===== src/rtl/lenet_pkg.sv =====
// rtl/lenet_pkg.sv - shared LeNet dimensions and pool2 state encoding
package lenet_pkg;

    localparam int DATA_SIZE    = 16;
    localparam int CONV2_DEEP   = 16;
    localparam int CONV2_OUTPUT = 8;
    localparam int POOL2_OUTPUT = 4;

    typedef enum logic [4:0] {
        S_IDLE  = 5'b00001,
        S_READ  = 5'b00010,
        S_WAIT  = 5'b00100,
        S_WRITE = 5'b01000,
        S_DONE  = 5'b10000
    } pool2_state_t;

endpackage


===== src/rtl/pool_max_cmp.sv =====
// rtl/pool_max_cmp.sv - signed greater-than select between a candidate and the running max
module pool_max_cmp
    import lenet_pkg::*;
#(
    parameter int DATA_SIZE = lenet_pkg::DATA_SIZE
) (
    input  logic [DATA_SIZE-1:0] cand,
    input  logic [DATA_SIZE-1:0] cur,
    output logic [DATA_SIZE-1:0] max_o
);

    logic gt;

    // Strictly greater, so a tie keeps the earlier sample.
    assign gt    = $signed(cand) > $signed(cur);
    assign max_o = gt ? cand : cur;

endmodule


===== src/rtl/pool2.sv =====
// rtl/pool2.sv - 2x2 signed max-pool of conv2 maps into the pool2 result BRAM
module pool2
    import lenet_pkg::*;
#(
    parameter int DATA_SIZE = lenet_pkg::DATA_SIZE,
    parameter int CHANNELS  = CONV2_DEEP,
    parameter int IN_SIZE   = CONV2_OUTPUT,
    parameter int OUT_SIZE  = POOL2_OUTPUT,
    parameter int RD_LAT    = 2
) (
    input  logic                 clk,
    input  logic                 rst,
    input  logic                 pool_2_en,
    input  logic [DATA_SIZE-1:0] input_bram_douta,
    output logic                 input_bram_ena,
    output logic [9:0]           input_bram_addra,
    output logic                 result_bram_wea,
    output logic [7:0]           result_bram_addra,
    output logic [DATA_SIZE-1:0] result_bram_dina,
    output logic                 pool_2_finish
);

    localparam int CH_W  = $clog2(CHANNELS);
    localparam int RC_W  = $clog2(OUT_SIZE);
    localparam int LAT_W = $clog2(RD_LAT + 1);
    localparam logic [CH_W-1:0]  CH_MAX  = CH_W'(CHANNELS - 1);
    localparam logic [RC_W-1:0]  RC_MAX  = RC_W'(OUT_SIZE - 1);
    localparam logic [LAT_W-1:0] LAT_MAX = LAT_W'(RD_LAT - 1);

    pool2_state_t          state_q, state_d;
    logic [CH_W-1:0]       ch_q, ch_d;
    logic [RC_W-1:0]       r_q, r_d, c_q, c_d;
    logic [1:0]            k_q, k_d;
    logic [LAT_W-1:0]      lat_q, lat_d;
    logic [RD_LAT-1:0]     vld_q, vld_d, first_q, first_d;
    logic [DATA_SIZE-1:0]  max_q, max_d, cmp_max;
    logic                  ena_q, ena_d, wea_q, wea_d, fin_q, fin_d;
    logic [9:0]            iaddr_q, iaddr_d;
    logic [7:0]            raddr_q, raddr_d;
    logic [DATA_SIZE-1:0]  dina_q, dina_d;

    pool_max_cmp #(.DATA_SIZE(DATA_SIZE)) u_cmp (
        .cand  (input_bram_douta),
        .cur   (max_q),
        .max_o (cmp_max)
    );

    always_comb begin
        state_d = state_q;
        ch_d    = ch_q;
        r_d     = r_q;
        c_d     = c_q;
        k_d     = k_q;
        lat_d   = lat_q;
        max_d   = max_q;
        ena_d   = 1'b0;
        wea_d   = 1'b0;
        fin_d   = fin_q;
        iaddr_d = iaddr_q;
        raddr_d = raddr_q;
        dina_d  = dina_q;

        // Issued reads ripple through the shift register; the tail marks douta valid.
        vld_d[0]   = ena_q;
        first_d[0] = ena_q && (k_q == 2'd0);
        for (int i = 1; i < RD_LAT; i++) begin
            vld_d[i]   = vld_q[i-1];
            first_d[i] = first_q[i-1];
        end
        if (vld_q[RD_LAT-1]) begin
            max_d = first_q[RD_LAT-1] ? input_bram_douta : cmp_max;
        end

        case (state_q)
            S_IDLE: begin
                if (pool_2_en) begin
                    ch_d    = '0;
                    r_d     = '0;
                    c_d     = '0;
                    k_d     = '0;
                    lat_d   = '0;
                    state_d = S_READ;
                    ena_d   = 1'b1;
                    iaddr_d = '0;
                end
            end
            S_READ: begin
                if (k_q == 2'd3) begin
                    state_d = S_WAIT;
                    lat_d   = '0;
                end else begin
                    k_d     = k_q + 2'd1;
                    ena_d   = 1'b1;
                    iaddr_d = {ch_q, r_q, k_d[1], c_q, k_d[0]};
                end
            end
            S_WAIT: begin
                if (lat_q == LAT_MAX) begin
                    state_d = S_WRITE;
                    wea_d   = 1'b1;
                    raddr_d = {ch_q, r_q, c_q};
                    dina_d  = max_d;
                end else begin
                    lat_d = lat_q + LAT_W'(1);
                end
            end
            S_WRITE: begin
                k_d = '0;
                c_d = c_q + RC_W'(1);
                if (c_q == RC_MAX) begin
                    r_d = r_q + RC_W'(1);
                    if (r_q == RC_MAX) begin
                        ch_d = ch_q + CH_W'(1);
                    end
                end
                if (c_q == RC_MAX && r_q == RC_MAX && ch_q == CH_MAX) begin
                    state_d = S_DONE;
                    fin_d   = 1'b1;
                end else begin
                    state_d = S_READ;
                    ena_d   = 1'b1;
                    iaddr_d = {ch_d, r_d, 1'b0, c_d, 1'b0};
                end
            end
            S_DONE: begin
                if (!pool_2_en) begin
                    fin_d   = 1'b0;
                    state_d = S_IDLE;
                end
            end
            default: state_d = S_IDLE;
        endcase
    end

    always_ff @(posedge clk or negedge rst) begin
        if (!rst) begin
            state_q <= S_IDLE;
            ch_q    <= '0;
            r_q     <= '0;
            c_q     <= '0;
            k_q     <= '0;
            lat_q   <= '0;
            vld_q   <= '0;
            first_q <= '0;
            max_q   <= '0;
            ena_q   <= 1'b0;
            wea_q   <= 1'b0;
            fin_q   <= 1'b0;
            iaddr_q <= '0;
            raddr_q <= '0;
            dina_q  <= '0;
        end else begin
            state_q <= state_d;
            ch_q    <= ch_d;
            r_q     <= r_d;
            c_q     <= c_d;
            k_q     <= k_d;
            lat_q   <= lat_d;
            vld_q   <= vld_d;
            first_q <= first_d;
            max_q   <= max_d;
            ena_q   <= ena_d;
            wea_q   <= wea_d;
            fin_q   <= fin_d;
            iaddr_q <= iaddr_d;
            raddr_q <= raddr_d;
            dina_q  <= dina_d;
        end
    end

    assign input_bram_ena    = ena_q;
    assign input_bram_addra  = iaddr_q;
    assign result_bram_wea   = wea_q;
    assign result_bram_addra = raddr_q;
    assign result_bram_dina  = dina_q;
    assign pool_2_finish     = fin_q;

endmodule


===== config.mk =====
export PLATFORM = sky130hd
export DESIGN_NAME = pool2
export DESIGN_NICKNAME = d
export VERILOG_FILES = /design/src/rtl/lenet_pkg.sv /design/src/rtl/pool_max_cmp.sv /design/src/rtl/pool2.sv
export SDC_FILE = /design/constraint.sdc
export NUM_CORES = 1
export LEC_CHECK = 0
export CAP_MARGIN = 15
export CORE_MARGIN = 5
export CORE_UTILIZATION = 50
export CTS_BUF_LIST = sky130_fd_sc_hd__clkbuf_4 sky130_fd_sc_hd__clkbuf_8
export CTS_CLUSTER_DIAMETER = 60
export DETAILED_ROUTE_END_ITERATION = 10
export PLACE_DENSITY = 0.81
export REMOVE_ABC_BUFFERS = 1
export SKIP_CTS_REPAIR_TIMING = 1
export SLEW_MARGIN = 10
export SYNTH_ARGS = -nofsm -noshare
export SYNTH_HDL_FRONTEND = slang
export SYNTH_SLANG_ARGS = --single-unit
export TNS_END_PERCENT = 5

===== constraint.sdc =====
create_clock -name clk -period 2.3 [get_ports clk]
set_input_delay 0.345 -clock clk [delete_from_list [all_inputs] [get_ports clk]]
set_output_delay 0.345 -clock clk [all_outputs]
set_load 0.01 [all_outputs]

# Word level (Yosys, flattened, before mapping)

Cells that the tools add are included.

Output and inout port bits: 37
Input port bits: 19
Bits in registers: 74
Logic and storage cells: 89

Reduce and logical (&&, ||, !) cells: 15
Eq/ne operators: 18
Add/sub/neg operators: 5
Order comparisons: 1
Muxes and demuxes: 35

Operators by type and width:

| operator                                            | number |
|---|---|
| 2-to-1 mux 16 bit                                   | 3 |
| 2-to-1 mux 10 bit                                   | 3 |
| one-hot mux 10 bit (3 select lines)                 | 1 |
| 2-to-1 mux 5 bit                                    | 5 |
| one-hot mux 5 bit (5 select lines)                  | 1 |
| > comparator 16 bit                                 | 1 |
| inequality test 2 bit, second input constant        | 8 |
| 2-to-1 mux 4 bit                                    | 3 |
| one-hot mux 2 bit (3 select lines)                  | 2 |
| AND reduction 4 bit                                 | 3 |
| 2-to-1 mux 2 bit                                    | 5 |
| adder 2 x 1 -> 2 bit, second input constant         | 4 |
| one-hot mux 2 bit (2 select lines)                  | 2 |
| one-hot mux 4 bit (2 select lines)                  | 1 |
| 2-to-1 mux 1 bit                                    | 7 |
| equality test 2 bit, second input constant          | 3 |
| AND reduction 3 bit                                 | 2 |
| nonzero test 3 bit                                  | 2 |
| equality test 5 x 1 -> 1 bit, second input constant | 1 |
| equality test 5 x 2 -> 1 bit, second input constant | 1 |
| equality test 5 x 3 -> 1 bit, second input constant | 1 |
| equality test 5 x 4 -> 1 bit, second input constant | 1 |
| equality test 5 bit, second input constant          | 1 |
| adder 4 x 1 -> 4 bit, second input constant         | 1 |
| 8 further kinds                                     | 12 |

# Depth between registers and ports, before layout

Depth after elaboration: 5
Mapped depth: 10
Depth with buffers taken out: 8

# Cells and area by module

Synthesis repeated with hierarchy kept, for this count alone.

Cells, all modules: 357
Area total of the unflattened synthesis: 4,086.4 µm²

By module, submodules not included:

| module       | area an instance (µm²) | cells an instance | seq. area each (µm²) | times used |
|---|---|---|---|---|
| pool2        | 3,399.5                | 279               | 1,853.0              | 1 |
| pool_max_cmp | 686.9                  | 78                | 0.0                  | 1 |

# Least setup slack after synthesis

OpenSTA, ideal clock, no wires.

Kind: flip-flop to flip-flop
From: reg max_q[15]
To: reg max_q[10]
Setup slack: 0.241 ns
Arrival time: 1.932 ns
Data required time: 2.174 ns
Buffers on the path: 2
Setup time: 0.126 ns
Period minus slack after synthesis: 2.059 ns
Cell stages (with the launch flop): 10
Cells stage by stage: dfrtp_1 > inv_1 > ha_1 > or3b_1 > a2111oi_2 > a21bo_2 > or2_1 > buf_2 > buf_6 > o21ai_1

Longest elaborated chain between the ends: 4

RTL lines:

| what                   | RTL line           | text |
|---|---|---|
| from (decl)            | pool2.sv:36        | `logic [DATA_SIZE-1:0] max_q, max_d, cmp_max;` |
| from (signal assigned) | pool2.sv:161       | `max_q <= max_d;` |
| > comparator 16 bit    | pool_max_cmp.sv:15 | `assign gt = $signed(cand) > $signed(cur);` |
| 2-to-1 mux 16 bit      | pool_max_cmp.sv:16 | `assign max_o = gt ? cand : cur;` |
| 2-to-1 mux 16 bit      | pool2.sv:71        | `max_d = first_q[RD_LAT-1] ? input_bram_douta : cmp_max;` |
| 2-to-1 mux 16 bit      | pool2.sv:70        | `if (vld_q[RD_LAT-1]) begin` |
| net max_d[10]          | pool2.sv:36        |  |

The timed path passes the listed nets, and every way through them passes these cells.
A chain may end at the register's enable or synchronous reset.

# Worst setup path after layout

From: reg max_q[5]
To: reg max_q[15]

The elaborated chain is that of the path after synthesis.

==> metrics.csv <==
stage,metric,value,unit
outcome,status,"complete, but fails checks",
outcome,failing checks,"negative hold slack, negative setup slack",
clock_tree,total CTS buffers,9,
sta,final hold violations,1,
routing,Vias,3060,
routing,final wirelength,9.18,mm
routing,Via-to-Cell Ratio,5.53,
setup_path,Top delay family on crit path,compound AO/OA/AOI/OAI gates,
power,Pwr Density,1030,nW/um2
die,area of the core,7180,um2
job,max-cap viol count,0,
yosys,Yosys warnings,0,
sta,Worst Tran Pin Value,393,ps
routing,met3 wire length,525,um
clock_tree,CTS sink cnt,74,
global_route,largest net degree at the start of global routing,75,
die,starting density of the core,50.6,%
sta,setup ws final,-43.8,ps
setup_path,crit-path max FO,4,
setup_path,CP max-delay cell,dfrtp_1,
power,Total Power,4.94,mW
global_route,global-route wire length before repair,13.7,mm
min_path,min-delay worst type,input port to asynchronous set/reset pin,
die,Cell Rows,31,
routing,drc violations,0,
placement,I/O Buffers,55,
setup_path,WS Path Type,flip-flop to flip-flop,
sta,Worst slew margin,73.8,%
layout,ant diodes,0,
layout,Area Overhead vs Synth,32.5,%
clock_tree,H-Tree Depth,3,
placement,DP Area,4370,um2
global_route,global-route usage over all layers,19.5,%
yosys,"Seq/Total Area, Yosys",51.0,%
clock_tree,clk root buf,clkbuf_8,
routing,wire per inst,16.6,um
global_route,initial antenna violation count,0,
setup_path,Critical Path AT,2600,ps
clock_tree,CTS tree,built,
die,Vert. Die Dim,95.2,um
clock_tree,later-pin clock latency in the skew report,350,ps
layout,Final Util,67.0,%
sta,final count of negative-setup-slack endpoints,3,
die,Die Footprint,9070,um2
global_route,grt total ovfl,0,
die,width of the chip,95.2,um
setup_path,Startpoint Class,flip-flop,
die,IO Pins,56,
power,peak supply drop,0.608,mV
yosys,#FFs+latches synth,74,
setup_path,CP endpoint kind,flip-flop,
setup_path,CP Cell Sequence,"inv_1, ha_4, nand4_1, o221ai_2, o21ai_2, a21bo_4, or2_4, buf_4, o21ai_0",
global_route,number of global-route vias before repair,3026,
setup_path,CP required,2550,ps
power,LEAKAGE,2.22,nW
routing,wl on met1,3.90,mm
routing,first drt pass iteration count,4,
routing,met2 WL post-DR,4.61,mm
layout,nets@finish,490,
placement,DP Cell Count,535,
placement,Final Wtd Congestion,0.930,
sta,period utilisation layout,102,%
yosys,syn avg cell area,9.48,um2
sta,Min Hold Slack,-0.728,ps
layout,final instance area,4810,um2
yosys,Synth cell types,49,
clock_tree,clk slew on worst S/H paths,90,ps
yosys,Post-synth EDFFs,0,
layout,Post-Layout Cell Count,553,
yosys,Main synth FF type,dfrtp_1,
routing,top routing layer in use,met4,
setup_path,max incr delay on CP,360,ps
layout,share of cells above drive strength 1,14.1,%
sta,final max-slew violation count,0,
sta,max frequency,427,MHz
sta,min cycle time layout,2340,ps
clock_tree,clk buf depth,2,
routing,drt initial violations,180,
yosys,Synth Instances,383,
yosys,"Cell Area, Synth",3630,um2
setup_path,Buf/Inv on CP,2,
yosys,fraction of registers with async set/reset,100,%
placement,dpl hpwl,5.77,mm
sta,final setup skew,13.6,ps
routing,DRT antenna net count,0,
-- worst reg2reg max path, cell delays in order (launching register included) --
cell and delay [ps]:
dfrtp_1 360, inv_1 70, ha_4 270, nand4_1 230, o221ai_2 340, o21ai_2 120, a21bo_4 260, or2_4 250
buf_4 150, o21ai_0 190
-- flip-flops by register name (all words and copies together), names as in the netlist, 4 cells and up --
register           count
max_q                 16
result_bram_dina      16
input_bram_addra      10
result_bram_addra      8
state_q                5
ch_q                   4
-- metal layers --
metal,global-route usage (%),vias to the layer above
met5,0,-
met4,6.37,0
met3,5.29,13
met2,32.8,91
met1,24.5,1502
li1,-,1454
-- power breakdown --
group          switching (mW)  internal, mW
registers               0.177          1.59
clock network           0.511         0.627
logic                    1.16         0.869
-- kinds of logic after synthesis --
| group | synth area share, % |
|---|---|
| AOI/OAI and AO/OA | 20.4 |
| adders and majority gates | 7.58 |
| buffers and inverters | 6.51 |
| DFF | 51.0 |
| muxes | 0.586 |
| and+or+nand+nor | 13.9 |
-- layout make-up --
| cell class | instances | area, um2 |
|---|---|---|
| fillers | 543 | 2370 |
| flip-flops and latches | 74 | 1850 |
| clock inverters | 6 | 90.1 |
| inverters | 40 | 150 |
| multi-input cells | 253 | 1720 |
| repair buffers | 71 | 746 |
| clock buffers | 10 | 131 |
| well taps | 99 | 124 |
-- per-stage QoR --
stage	worst slack, ps	setup TNS, ps
4_1_cts	-48.6	-113
3_5_place_dp	-338	-8800
2_1_floorplan	-1090	-31770
3_3_place_gp	-248	-7260
5_1_grt	-132	-1870
6_report	-43.8	-61.1
-- layout by cell type (no fill, tap or decap), types with 2 or more instances in the layout --
cell type	instances
o31ai_1	2
a22oi_1	2
a21o_1	4
nand4_1	3
nor2_1	31
bufinv_16	2
dlymetal6s2s_1	5
clkdlybuf4s50_1	49
ha_1	18
ha_4	4
nor4_4	3
and2_1	6
buf_12	4
a31oi_1	3
nand2_1	43
a22o_1	2
nor2b_1	2
nand2b_1	2
a21oi_1	28
o22ai_1	2
buf_4	11
dfrtp_1	73
o21ai_2	3
clkbuf_8	9
inv_1	39
o21ai_0	16
nand3_1	3
nand2_2	2
o21ai_1	29
nor3_1	2
a21oi_2	5
o31a_1	16
nand3b_1	2
-- cell usage after synthesis (4+ instances only) --
library cell,instances,area [um2]
a21o_1,4,30.0
a21oi_1,33,165
and2_1,6,37.5
buf_2,10,50.1
dfrtp_1,73,1830
ha_1,22,275
inv_1,39,146
nand2_1,45,169
nor2_1,31,116
o21ai_0,28,140
o21ai_1,20,100
o31a_1,16,140
-- path summary, 6_finish.rpt --
path	slack (ps)	start	endpoint	cells past startpoint
max in group asynchronous	1950	rst	state_q[0]	2
worst min-delay path	-0.7	rst	result_bram_dina[10]	2
worst max register to register	-40	max_q[5]	max_q[15]	9
min in group clk	320	input_bram_douta[4]	max_q[4]	3
worst max-delay path	-40	max_q[5]	max_q[15]	9
worst min register to register	340	vld_q[0]	vld_q[1]	0
Power figures use the tool's default switching activity.
